[src/rtl/dff_elastic_pipe.sv]
// Elastic register pipeline: DEPTH valid-tagged stages with a collapsing ready chain,
// flush of all valids, and a registered occupancy count.
module dff_elastic_pipe #(
  parameter int unsigned       WIDTH     = 8,
  parameter int unsigned       DEPTH     = 4,
  parameter logic [WIDTH-1:0]  RESET_VAL = '0
) (
  input  logic                           clk,
  input  logic                           rst,
  input  logic                           flush,
  input  logic                           in_valid,
  input  logic [WIDTH-1:0]               in_data,
  output logic                           in_ready,
  output logic                           out_valid,
  output logic [WIDTH-1:0]               out_data,
  input  logic                           out_ready,
  output logic [$clog2(DEPTH+1)-1:0]     occupancy
);

  localparam int unsigned OCC_W = $clog2(DEPTH + 1);

  logic [DEPTH-1:0] v;
  logic [DEPTH-1:0] en;
  logic [DEPTH-1:0] mv;
  logic [WIDTH-1:0] d [DEPTH];
  logic             in_fire;
  logic             out_fire;

  // Ready chain resolved from the output end so a draining tail frees every stage behind it
  always_comb begin
    en = '0;
    mv = '0;
    mv[DEPTH-1] = v[DEPTH-1] & out_ready;
    en[DEPTH-1] = ~v[DEPTH-1] | mv[DEPTH-1];
    for (int i = int'(DEPTH) - 2; i >= 0; i--) begin
      mv[i] = v[i] & en[i+1];
      en[i] = ~v[i] | mv[i];
    end
  end

  assign in_ready  = en[0] & ~flush;
  assign in_fire   = in_valid & in_ready;
  assign out_fire  = mv[DEPTH-1];
  assign out_valid = v[DEPTH-1];
  assign out_data  = d[DEPTH-1];

  always_ff @(posedge clk) begin
    if (rst) begin
      v         <= '0;
      occupancy <= '0;
      for (int i = 0; i < int'(DEPTH); i++) begin
        d[i] <= RESET_VAL;
      end
    end else if (flush) begin
      // Data registers are left as-is; only the valid tags are dropped
      v         <= '0;
      occupancy <= '0;
    end else begin
      if (en[0]) begin
        d[0] <= in_data;
        v[0] <= in_fire;
      end
      for (int i = 1; i < int'(DEPTH); i++) begin
        if (en[i]) begin
          d[i] <= d[i-1];
          v[i] <= mv[i-1];
        end
      end
      occupancy <= occupancy + OCC_W'(in_fire) - OCC_W'(out_fire);
    end
  end

endmodule

[config.mk]
export PLATFORM = sky130hd
export DESIGN_NAME = dff_elastic_pipe
export DESIGN_NICKNAME = d
export VERILOG_FILES = /design/src/rtl/dff_elastic_pipe.sv
export SDC_FILE = /design/constraint.sdc
export NUM_CORES = 1
export LEC_CHECK = 0
export CORE_MARGIN = 10
export CORE_UTILIZATION = 55
export CTS_BUF_LIST = sky130_fd_sc_hd__clkbuf_4
export DETAILED_ROUTE_END_ITERATION = 12
export PLACE_DENSITY_LB_ADDON = 0.25
export RECOVER_POWER = 50
export SYNTH_ARGS = -nofsm -noshare
export SYNTH_HDL_FRONTEND = slang
export SYNTH_SLANG_ARGS = --single-unit
[constraint.sdc]
create_clock -name clk -period 2.3 [get_ports clk]
set_input_delay 0.23 -clock clk [delete_from_list [all_inputs] [get_ports clk]]
set_output_delay 0.23 -clock clk [all_outputs]
set_load 0.01 [all_outputs]
Yosys cells after proc, flatten, opt, wreduce, memory -nomap -nowiden
Memory sizes are Yosys's and may differ from the RTL's.
Cells that the tools add are included.
{ "word_totals": {"regBits": 7, "ram_bits": 32, "word_cells": 50, "mem_count": 1} }
{ "mem_list": {"columns": ["memory", "words", "width", "read_ports", "rd_clocked_by_memory_dff", "wr", "line_no", "rtl"], "rows": [
  ["d", 4, 8, 4, 0, 4, "25", "logic [WIDTH-1:0] d [DEPTH];"]
]} }
{ "op_classes": {"addsub": 2, "n_mux": 22, "bitwise_logic": 19, "n_reduce_logical": 1} }
{ "ops": {"columns": ["cell", "n"], "rows": [
  ["8-bit two-way mux", 4],
  ["1-bit two-way mux", 18],
  ["1-bit OR", 8],
  ["1-bit AND", 6],
  ["1-bit NOT", 5],
  ["3-bit by 1-bit adder with 3-bit output", 1],
  ["3-bit by 1-bit subtractor with 3-bit output", 1],
  ["2-bit OR reduction", 1]
]} }

Depth between registers and ports, before layout
{ "depth": {"word_depth": 13, "depth_mapped": 9, "depth_no_buf": 9} }

Worst setup path before layout
No wires, ideal clock.
{ "synth_timing": {"path_type": "reg2reg", "start": "register v[3]", "end": "register occupancy[2]", "setup_time_ns": 0.114, "arrival_ns": 1.752, "slack_ns": 0.434, "stages_incl_launch_ff": 10, "n_path_buf": 0, "synth_period_minus_slack_ns": 1.866, "cell_sequence": "dfxtp_1 nand4b_1 o21ai_0 ha_1 inv_1 ha_1 inv_1 fa_1 xnor3_1 nor2_1"} }
{ "synth_via": {"elab_chain_cells": 12} }
{ "synth_rtl": {"columns": ["item", "line_no", "rtl"], "rows": [
  ["start: declaration", "22", "logic [DEPTH-1:0] v;"],
  ["start signal: indexed assignment", "66", "v[i] <= mv[i-1];"],
  ["1-bit AND / 1-bit NOT (equally long branches)", "33, 34", null],
  ["1-bit OR", "34", "en[DEPTH-1] = ~v[DEPTH-1] | mv[DEPTH-1];"],
  ["1-bit AND", "36", "mv[i] = v[i] & en[i+1];"],
  ["1-bit OR", "37", "en[i] = ~v[i] | mv[i];"],
  ["1-bit AND", "36", null],
  ["1-bit OR", "37", null],
  ["1-bit AND", "36", null],
  ["1-bit OR", "37", null],
  ["1-bit AND", "41", "assign in_ready = en[0] & ~flush;"],
  ["1-bit AND", "42", "assign in_fire = in_valid & in_ready;"],
  ["3-bit by 1-bit adder with 3-bit output", "69", "occupancy <= occupancy + OCC_W'(in_fire) - OCC_W'(out_fire);"],
  ["3-bit by 1-bit subtractor with 3-bit output (*)", "69", null],
  ["end signal: assignment", "69", null],
  ["end: declaration", "17", "output logic [$clog2(DEPTH+1)-1:0] occupancy"]
]} }
Every way passes the cells marked *; elsewhere a longest branch is shown, timed or not.
A chain may end at the register's enable or synchronous reset.

Final worst setup path
{ "layout_timing": {"start": "input out_ready", "end": "register occupancy[2]"} }
{ "layout_via": {"elab_chain_cells": 12} }
{ "layout_rtl": {"columns": ["item", "line_no", "rtl"], "rows": [
  ["start: declaration", "16", "input logic out_ready,"],
  ["1-bit AND (*)", "33", "mv[DEPTH-1] = v[DEPTH-1] & out_ready;"],
  ["1-bit OR", "34", null],
  ["1-bit AND", "36", null],
  ["1-bit OR", "37", null],
  ["1-bit AND", "36", null],
  ["1-bit OR", "37", null],
  ["1-bit AND", "36", null],
  ["1-bit OR", "37", null],
  ["1-bit AND", "41", null],
  ["1-bit AND", "42", null],
  ["3-bit by 1-bit adder with 3-bit output", "69", null],
  ["3-bit by 1-bit subtractor with 3-bit output (*)", "69", null]
]} }
Marked as above.

==> reports/qor.txt <==
result of the run - finished, final reports clean
hold violation count in the final report - 0
Clock Sinks - 39
first-iteration detailed-routing DRC count - 32
DRC viols - 0
HP Class - flip-flop to flip-flop
antenna diode count - 0
most common cell after layout, fill and taps aside - sky130_fd_sc_hd__edfxtp_1
DRT Pass-1 Iters - 4
cell at the slowest stage of the critical path - sky130_fd_sc_hd__dlygate4sd3_1
Endpoint, Worst Hold - v[1]$_SDFFE_PP0P_
drt total wl - 2690 um
routed len/inst - 13.6 um
number of buffers inserted during clock tree synthesis - 5
CTS resizes - 0
final clock skew - 0.00737 ns
worst ir drop on vdd - 0.000373 V
worst hold-check slack - 0.509 ns
normalized max-slew margin - 13.5%
Max Freq - 0.467 GHz
flop and latch count out of synthesis - 39
top fanout value on the critical path - 2
final number of setup-violating endpoints - 0
length in cells of the worst reg-to-reg path - 9
number of I/O pins - 26
Via density - 5.17
Required @ worst endpoint - 2.47 ns
layout cell share with drive strength beyond 1 - 10.5%
insertion delay to the later sink of the worst-skew pair - 0.33 ns
total core area - 0.00305 mm2
M1 GR Usage - 8.20%
starting density of the core - 57.7%
maximum clock path buffer count - 2
number of global-route vias before repair - 987
met3 global-route usage - 5.19%
GRT busiest layer - met2
DR vias - 1019
placed wire-length estimate - 1870 um
final-stage net count - 168
nature of the critical path startpoint - primary input
time the final worst path needs with I/O delays and setup - 2.14 ns
antenna violations before repair - 0
r2r setup slk - 0.28 ns
Warnings, synthesis - 0
Max Cap Violations - 0
largest incremental delay on the critical path - 0.55 ns
Slew Viols, Final - 0
H-tree level count - 2
P_leak - 0.745 nW
number of fill cells in the layout - 242
synthesized area per cell - 13.9 um2
number of hold buffers added after cts - 0
x dimension of the die - 76.6 um
Hold Crit Depth - 2
transition at the pin with the smallest max-transition slack - 1.30 ns
Worst setup startpoint - out_ready
global-route total usage across every layer - 9.10%
area growth from synthesis to final layout - 14.8%
Post-Syn Instances - 127
number of setup buffers added after CTS - 0
count of nets left with antenna violations after detail routing - 0
Top delay family on crit path - adder cells
worst flop-to-flop path endpoint - occupancy[2]$_SDFF_PP0_
category of the worst setup path capture point - flip-flop
Die Area - 0.00587 mm2
setup repair after global routing missed its margin - no
Period Utilization, post-route - 93.0%
largest net degree at the start of global routing - 40
TritonCTS clock tree - built
count of standard-cell rows - 20
final weighted congestion in routability-driven placement - 0.714
Overflow after GRT - 0
arrival time of data at the critical path endpoint - 2.31 ns
port bufs - 25
commonest cells after routing, fill and taps aside - sky130_fd_sc_hd__edfxtp_1 (32), sky130_fd_sc_hd__nor3b_1 (24), sky130_fd_sc_hd__clkdlybuf4s50_1 (23), sky130_fd_sc_hd__inv_1 (13), sky130_fd_sc_hd__a211oi_1 (8)
Setup Total Neg Slack - 0 ns
Seq/Total Area, Yosys - 62.5%
post-synthesis instance area - 0.00176 mm2
register clock-pin slew on the reported worst setup and hold paths - 0.10 ns
Yosys cell types - 26
wire length of the first global-routing pass - 4330 um
startpoint of the worst-slack reg-to-reg timing path - v[3]$_SDFFE_PP0P_
launch instance of the worst min-delay path - v[0]$_SDFFE_PP0N_
net count after synthesis - 143
met2 layer usage reported by global route - 16.2%
CP cell instances - dlygate4sd3_1, nand4b_1, o21ai_0, ha_1, inv_1, ha_1, inv_1, fa_1, xnor3_1, nor2_1
Cell Pwr Density - 619 mW/mm2
worst path buffer plus inverter count - 3
Setup CP Type - primary input to flip-flop
root buffer selected by CTS - sky130_fd_sc_hd__clkbuf_4
Die Y-Extent - 76.6 um
-- cells in the mapped netlist, drive strengths merged --
library cell,number,share of area [%]
a211oi,8,3.4
a21oi,2,0.57
a31oi,1,0.36
and2,1,0.36
and3b,1,0.50
and4b,1,0.57
buf,16,7.1
clkbuf,1,0.21
dfxtp,7,8.0
edfxtp,32,55
fa,1,1.1
ha,2,1.4
inv,13,2.8
nand4b,1,0.50
nor2,3,0.64
nor2b,3,1.1
nor3b,24,12
o21ai,4,1.1
o21ba,2,1.1
o31ai,1,0.43
or2,1,0.50
or3b,1,0.50
xnor3,1,1.3
-- report_power, final --
group          switching [mW]  internal (mW)
registers             0.00953          0.805
logic                  0.0500         0.0614
clock network           0.200          0.125
-- through the flow --
step                      util (%)  std cells  area [um2]  total power [mW]  setup WS (ns)
after floorplan                  -        127        1760             0.899          0.434
after global placement        65.9        189        2010             0.941          0.108
after detailed placement      65.9        189        2010             0.948         0.0153
after CTS                     67.7        197        2070              1.27          0.323
after global routing          66.2        197        2020              1.30         0.0998
final                         66.2        197        2020              1.25          0.160
-- routing by layer --
metal / routed length, um / up-vias
li1: - / 496
met1: 1100 / 490
met2: 1340 / 26
met3: 213 / 7
met4: 34 / 0
met5: 0 / -
-- registers in the layout, indices dropped and copies added (netlist names) --
signal	cells
v	4
d	32
occupancy	3
-- cell families after synthesis --
family / share of synthesized area, %
adders and majority gates: 2.56
AOI/OAI and AO/OA: 7.03
and+or+nand+nor: 16.5
DFF: 62.5
buffers and inverters: 10.1
xor gates and xnor gates: 1.28
-- worst max-delay path by stage --
stage                                         end  slack [ns]  cells past startpoint
after floorplan           occupancy[2]$_SDFF_PP0_        0.43                      9
final                     occupancy[2]$_SDFF_PP0_        0.16                     10
after global placement    occupancy[2]$_SDFF_PP0_        0.11                     10
after CTS                 occupancy[2]$_SDFF_PP0_        0.32                      9
after detailed placement  occupancy[2]$_SDFF_PP0_        0.02                     10
after global routing      occupancy[2]$_SDFF_PP0_         0.1                     10
-- worst reg2reg max path: cells and delay by family (launching register included) --
| kind | cells | cell delay (ns) |
|---|---|---|
| adders and majority gates | 3 | 0.76 |
| DFF | 1 | 0.40 |
| AOI/OAI and AO/OA | 1 | 0.23 |
| xor gates and xnor gates | 1 | 0.21 |
| and+or+nand+nor | 2 | 0.18 |
| buffers and inverters | 2 | 0.10 |
-- cell type report --
class                   instances  area [um2]  share of cell area [%]
clock buffers                   6        45.0                    2.23
clock inverters                 2        7.51                   0.371
inverters                      13        48.8                    2.41
multi-input cells              58         450                    22.3
flip-flops and latches         39        1100                    54.5
well taps                      44        55.1                    2.72
repair buffers                 35         314                    15.5
No activity file was read; power rests on OpenSTA's default activity.
